### src/rtl/dead_time_pkg.sv
// Shared encodings for the gate-bus dead-time monitor: leg FSM states,
// last-on-switch memory and gate-bus bit positions.
package dead_time_pkg;

    typedef enum logic [1:0] {
        ST_OFF   = 2'd0,
        ST_HIGH  = 2'd1,
        ST_LOW   = 2'd2,
        ST_SHOOT = 2'd3
    } leg_state_t;

    typedef enum logic [1:0] {
        PREV_NONE = 2'd0,
        PREV_HIGH = 2'd1,
        PREV_LOW  = 2'd2
    } prev_t;

    localparam int LEG0_HIGH = 0;
    localparam int LEG0_LOW  = 1;
    localparam int LEG1_HIGH = 2;
    localparam int LEG1_LOW  = 3;

endpackage

### src/rtl/dead_time_leg_monitor.sv
// One half-bridge leg observer: tracks on/off/shoot state, measures the
// both-off interval at each complementary commutation and latches faults.
module dead_time_leg_monitor
    import dead_time_pkg::*;
#(
    parameter int MIN_DEADTIME = 10,
    parameter int CNT_WIDTH    = 8
) (
    input  logic                 clk,
    input  logic                 rst_n,
    input  logic                 high,
    input  logic                 low,
    input  logic                 clear,
    output logic [CNT_WIDTH-1:0] dt,
    output logic                 dt_valid,
    output logic                 fault_shoot,
    output logic                 fault_dt
);

    localparam logic [CNT_WIDTH-1:0] CNT_ONE = CNT_WIDTH'(1);

    leg_state_t           state;
    prev_t                prev;
    logic [CNT_WIDTH-1:0] cnt;
    logic                 from_shoot;

    function automatic logic [CNT_WIDTH-1:0] sat_inc(input logic [CNT_WIDTH-1:0] c);
        return (c == '1) ? c : c + CNT_ONE;
    endfunction

    function automatic logic too_short(input logic [CNT_WIDTH-1:0] c);
        return longint'({1'b0, c}) < longint'(MIN_DEADTIME);
    endfunction

    // An on-period entered straight out of SHOOT is untrusted, so turning it
    // off leaves prev at NONE and the following commutation goes unmeasured.
    always_ff @(posedge clk or negedge rst_n) begin
        if (!rst_n) begin
            state       <= ST_OFF;
            prev        <= PREV_NONE;
            cnt         <= '0;
            from_shoot  <= 1'b0;
            dt          <= '0;
            dt_valid    <= 1'b0;
            fault_shoot <= 1'b0;
            fault_dt    <= 1'b0;
        end else begin
            dt_valid <= 1'b0;
            if (clear) begin
                fault_shoot <= 1'b0;
                fault_dt    <= 1'b0;
            end
            if (high && low) begin
                state       <= ST_SHOOT;
                prev        <= PREV_NONE;
                fault_shoot <= 1'b1;
            end else begin
                unique case (state)
                    ST_OFF: begin
                        if (!high && !low) begin
                            cnt <= sat_inc(cnt);
                        end else begin
                            state <= high ? ST_HIGH : ST_LOW;
                            if ((high && prev == PREV_LOW) || (low && prev == PREV_HIGH)) begin
                                dt       <= cnt;
                                dt_valid <= 1'b1;
                                if (too_short(cnt)) fault_dt <= 1'b1;
                            end
                        end
                    end
                    ST_HIGH, ST_LOW: begin
                        if (!high && !low) begin
                            state      <= ST_OFF;
                            cnt        <= CNT_ONE;
                            from_shoot <= 1'b0;
                            if (from_shoot)
                                prev <= PREV_NONE;
                            else
                                prev <= (state == ST_HIGH) ? PREV_HIGH : PREV_LOW;
                        end else if ((state == ST_HIGH && low) || (state == ST_LOW && high)) begin
                            state      <= high ? ST_HIGH : ST_LOW;
                            from_shoot <= 1'b0;
                            dt         <= '0;
                            dt_valid   <= 1'b1;
                            if (too_short('0)) fault_dt <= 1'b1;
                        end
                    end
                    ST_SHOOT: begin
                        prev <= PREV_NONE;
                        if (!high && !low) begin
                            state      <= ST_OFF;
                            cnt        <= CNT_ONE;
                            from_shoot <= 1'b0;
                        end else begin
                            state      <= high ? ST_HIGH : ST_LOW;
                            from_shoot <= 1'b1;
                        end
                    end
                endcase
            end
        end
    end

endmodule

### src/rtl/dead_time_monitor_4bit.sv
// Full-bridge gate-bus observer: registers the 4-bit gate bus, runs one
// independent monitor per leg and registers the combined fault flag.
module dead_time_monitor_4bit
    import dead_time_pkg::*;
#(
    parameter int MIN_DEADTIME = 10,
    parameter int CNT_WIDTH    = 8
) (
    input  logic                 i_clock,
    input  logic                 i_reset_n,
    input  logic [3:0]           i_signal,
    input  logic                 i_clear,
    output logic [CNT_WIDTH-1:0] o_dt_leg0,
    output logic [CNT_WIDTH-1:0] o_dt_leg1,
    output logic [1:0]           o_dt_valid,
    output logic [1:0]           o_fault_shoot,
    output logic [1:0]           o_fault_dt,
    output logic                 o_fault
);

    logic [3:0] s_q;

    // Input sample stage
    always_ff @(posedge i_clock or negedge i_reset_n) begin
        if (!i_reset_n) s_q <= '0;
        else            s_q <= i_signal;
    end

    dead_time_leg_monitor #(
        .MIN_DEADTIME(MIN_DEADTIME),
        .CNT_WIDTH   (CNT_WIDTH)
    ) u_leg0 (
        .clk        (i_clock),
        .rst_n      (i_reset_n),
        .high       (s_q[LEG0_HIGH]),
        .low        (s_q[LEG0_LOW]),
        .clear      (i_clear),
        .dt         (o_dt_leg0),
        .dt_valid   (o_dt_valid[0]),
        .fault_shoot(o_fault_shoot[0]),
        .fault_dt   (o_fault_dt[0])
    );

    dead_time_leg_monitor #(
        .MIN_DEADTIME(MIN_DEADTIME),
        .CNT_WIDTH   (CNT_WIDTH)
    ) u_leg1 (
        .clk        (i_clock),
        .rst_n      (i_reset_n),
        .high       (s_q[LEG1_HIGH]),
        .low        (s_q[LEG1_LOW]),
        .clear      (i_clear),
        .dt         (o_dt_leg1),
        .dt_valid   (o_dt_valid[1]),
        .fault_shoot(o_fault_shoot[1]),
        .fault_dt   (o_fault_dt[1])
    );

    // Fault summary stage
    always_ff @(posedge i_clock or negedge i_reset_n) begin
        if (!i_reset_n) o_fault <= 1'b0;
        else            o_fault <= |{o_fault_shoot, o_fault_dt};
    end

endmodule

### config.mk
export PLATFORM = sky130hd
export DESIGN_NAME = dead_time_monitor_4bit
export DESIGN_NICKNAME = d
export VERILOG_FILES = /design/src/rtl/dead_time_pkg.sv /design/src/rtl/dead_time_leg_monitor.sv /design/src/rtl/dead_time_monitor_4bit.sv
export SDC_FILE = /design/constraint.sdc
export NUM_CORES = 1
export LEC_CHECK = 0
export CAP_MARGIN = 20
export CORE_MARGIN = 3
export CORE_UTILIZATION = 54
export DETAILED_ROUTE_END_ITERATION = 16
export GPL_TIMING_DRIVEN = 0
export PLACE_DENSITY = 0.84
export SYNTH_ARGS = -nofsm -noshare
export SYNTH_HDL_FRONTEND = slang
export SYNTH_HIERARCHICAL = 1
export SYNTH_SLANG_ARGS = --single-unit
### constraint.sdc
create_clock -name i_clock -period 2.15 [get_ports i_clock]
set_input_delay 0.43 -clock i_clock [delete_from_list [all_inputs] [get_ports i_clock]]
set_output_delay 0.43 -clock i_clock [all_outputs]
set_load 0.02 [all_outputs]
==> results by group <==
GRT
  – Initial antenna violation count: 0
  – Largest net degree at the start of global routing: 43
  – Total GRT Usage: 19.2%
  – First-pass GRT wire length: approximately 9.4 mm
  – Vias in the first global route: 2023
  – Gr busiest metal: met2
  – Met2 Track Usage GR: 30.8%
  – Met3 Use GR: 2.87%
  – Met1 Usage GRT: a little over a quarter
  – Total grt overflow: 0

Critical path
  – CP Data Arrival Time: 2.20 ns
  – Worst r2r path cells: 7
  – CP endpoint kind: flip-flop
  – Critical Path Source: u_leg0/state[0]
  – R2R Setup Slk: about 0.19 ns
  – Worst setup path category: flip-flop to flip-flop
  – WP data required: between 2 and 2.5 ns
  – CP peak stage delay: 0.48 ns
  – Crit path to: u_leg0/dt[7]
  – CP max FO: 9
  – Crit Reg-Reg Startpoint: u_leg0/state[0]
  – Crit-path leading delay family: compound AO/OA/AOI/OAI gates
  – WP buf/inv: 2
  – Crit path cell chain: inv_1 > ha_1 > clkbuf_1 > nand2b_1 > nor2_1 > o21ai_1 > a22o_1
  – CP Launch Type: flip-flop
  – RR Endpoint: u_leg0/dt[7]
  – Worst path depth: 7
  – Slowest stage cell on the critical path: o21ai_1

Placed design
  – Dpl ws: 0.172 ns
  – # port buffers: 29
  – Inst Count DP: 366
  – Routability cong.: 0.854
  – Hpwl dp: between 4 and 5 mm

Finish
  – Antenna diodes: 0
  – Non-filler cells in the finished layout: 372
  – Layout cells sized above 1: 11.1%
  – Layout Nets: 331
  – Most common cell after layout, fill and taps aside: dfrtp_1
  – Syn-to-layout area delta: 16.7%
  – Commonest cells after routing, fill and taps aside: dfrtp_1, clkdlybuf4s50_1, o21ai_0, nand2_1
  – Multi-input logic area: around 0.0014 mm²
  – Final core utilization: between 60% and 70%
  – Register area: ~0.0013 mm²
  – Fill count: 392

Power and ir drop
  – Seq pwr share: 39.6%
  – Pleak: ~0.0015 µW
  – Clock Power Share: 14.2%
  – Cell Pwr Density: 1090 mW/mm²
  – Peak VDD IR: between 0.6 and 0.7 mV
  – Sw Ratio: between 40% and 50%
  – Int Pwr: 2120 µW
  – Comb power frac: 46.2%
  – Net Sw Power: 1450 µW

Floorplanning
  – Starting Density: 57.6%
  – Core Region: around 0.005 mm²
  – Ports: 30
  – Rows: 25
  – Die Y: 78.2 µm
  – Die area: 0.00611 mm²
  – Die Wd: 78.2 µm

Synth
  – Synth warn: 6
  – Synthesized area per cell: around 10 µm²
  – Post-synth ARST share: 100%
  – Number of synthesized register bits: 53
  – Synth Flop Type: dfrtp_1
  – Distinct cells, synth: 55
  – Mapped Nets: 294
  – Cells after Synth: 269
  – Sequential element share of the synthesized area: between 40% and 50%
  – Number of synthesized flops with an enable pin: 0
  – Synthesized area: 0.00281 mm²

Clock tree
  – Clock root buffer: clkbuf_8
  – CTS Buf Count: 5
  – Clock tree buffer depth: 2
  – Post-CTS setup buffers: 0
  – Clock Latency Late Sink: 0.29 ns
  – CTS tree: built
  – CTS Sinks: 53
  – H-tree Lvls: 2
  – Worst-path clk slew: approximately 0.09 ns

Hold path
  – Worst min-delay path class: input pin to asynchronous set/reset pin

Flow run
  – Max-cap violations: 0

STA
  – Final Max Slew Viols: 0
  – Slew HR: 60.1%
  – Worst Hold Slack: roughly 0.0036 ns
  – Setup tns final: 0 ns
  – Min Clock Period, post-route: 1.96 ns
  – Clk_skew: 0.00623 ns
  – Slew @ Worst Pin: 0.595 ns
  – Final setup violation count: 0
  – Fmax: 509 MHz
  – Period Utilization, post-route: 91.3%
  – RSZ-0062 raised after global routing: no
  – Fin. Hold Viols: 0
  – Worst setup margin: 0.187 ns

Drt
  – Routed Antenna Nets: 0
  – WL final: between 5 and 6 mm
  – 1st-iter DRT viols: between 150 and 200
  – DR vias: between 2000 and 2500
  – Drt via density: just under 6
  – # DRC: 0
  – DRT Pass-1 Iters: 4
  – Routed len/inst: 15.1 µm

Status
  – Outcome: complete, no violations
timing repair:
item / in CTS / in global routing
hold buffers: 0 / 0
gates resized for setup: 0 / 1
endpoints found under the setup margin: 0 / 8
Yosys cell counts (2+ instances only):
master,count,share of area (%)
inv_1,13,1.7
nand4_1,3,0.67
nor3_1,3,0.53
dfrtp_1,53,47
a22oi_1,4,1.1
buf_6,5,2.0
a21o_1,2,0.53
nand4bb_1,2,0.80
or4_1,5,1.3
o31ai_1,2,0.53
nor2_1,14,1.9
nor4_1,4,0.89
or3_1,3,0.67
nor2b_4,2,0.98
nand3_1,8,1.4
a21oi_1,17,3.0
nand3b_1,2,0.53
nand2_1,20,2.7
mux2_2,3,1.2
ha_1,18,8.0
o41ai_1,2,0.62
nor2b_1,2,0.44
mux2i_1,3,1.1
nand2b_1,4,0.89
a22o_1,18,5.6
buf_2,4,0.71
o21ai_0,23,4.1
a31oi_1,2,0.44
clkbuf_2,2,0.36
cells by family after synthesis:
logic type	Yosys count	synth area share (%)
mux	6	2.27
fa+ha+maj	18	8.01
flops	53	47.2
compound gates	83	20.1
buf+inv	25	4.94
simple gates	83	17.2
xor+xnor	1	0.312
power by group through the flow:
stage | Clock (µW) | Combinational, µW | Sequential (µW)
2_1_floorplan | 0 | 1080 | 1480
3_3_place_gp | 0 | 1550 | 1420
3_5_place_dp | 0 | 1620 | 1430
4_1_cts | 524 | 1640 | 1410
5_1_grt | 568 | 1820 | 1450
6_report | 506 | 1650 | 1420
layer usage:
metal	wire length, µm	share of wire [%]
met1	2560	46
met2	2660	47
met3	292	5.2
met4	108	1.9
met5	0	0
layout make-up:
type | count | area share [%]
clock buffers | 5 | 2.10
flip-flops and latches | 53 | 40.4
clock inverters | 1 | 0.153
well taps | 67 | 2.56
multi-input cells | 191 | 41.2
inverters | 13 | 1.49
repair buffers | 30 | 9.31
plain buffers | 12 | 2.75
per-stage QoR:
step	power (µW)	cell area, µm²
2_1_floorplan	2560	2810
3_3_place_gp	2970	3190
3_5_place_dp	3050	3200
4_1_cts	3570	3270
5_1_grt	3830	3280
6_report	3570	3280
sequential cells by signal (all words and copies together) (netlist names), 2 cells and up:
name	flops
u_leg0/state	2
u_leg1/dt	8
u_leg1/prev	2
u_leg0/prev	2
u_leg0/dt	8
s_q	4
u_leg0/cnt	8
u_leg1/cnt	8
u_leg1/state	2
how the worst min path moves through the flow:
stage	cells past startpoint	slack (ns)	to
finish	1	0.004	u_leg0/dt_valid
global route	1	0.007	u_leg0/dt_valid
CTS	1	0.005	u_leg0/dt_valid
detailed placement	1	0.34	u_leg0/dt[5]
global placement	1	0.48	u_leg0/dt[4]
floorplan	0	0.13	o_fault
worst reg2reg max path, delay by kind of cell (launching register included):
family | cells | cell delay, ns
AO/OA/AOI/OAI | 2 | 0.71
buffers and inverters | 2 | 0.31
flip-flops | 1 | 0.38
adder cells (fa/ha/maj) | 1 | 0.29
AND/OR/NAND/NOR | 2 | 0.22
Note: power is estimated with default switching activity, not from simulation.
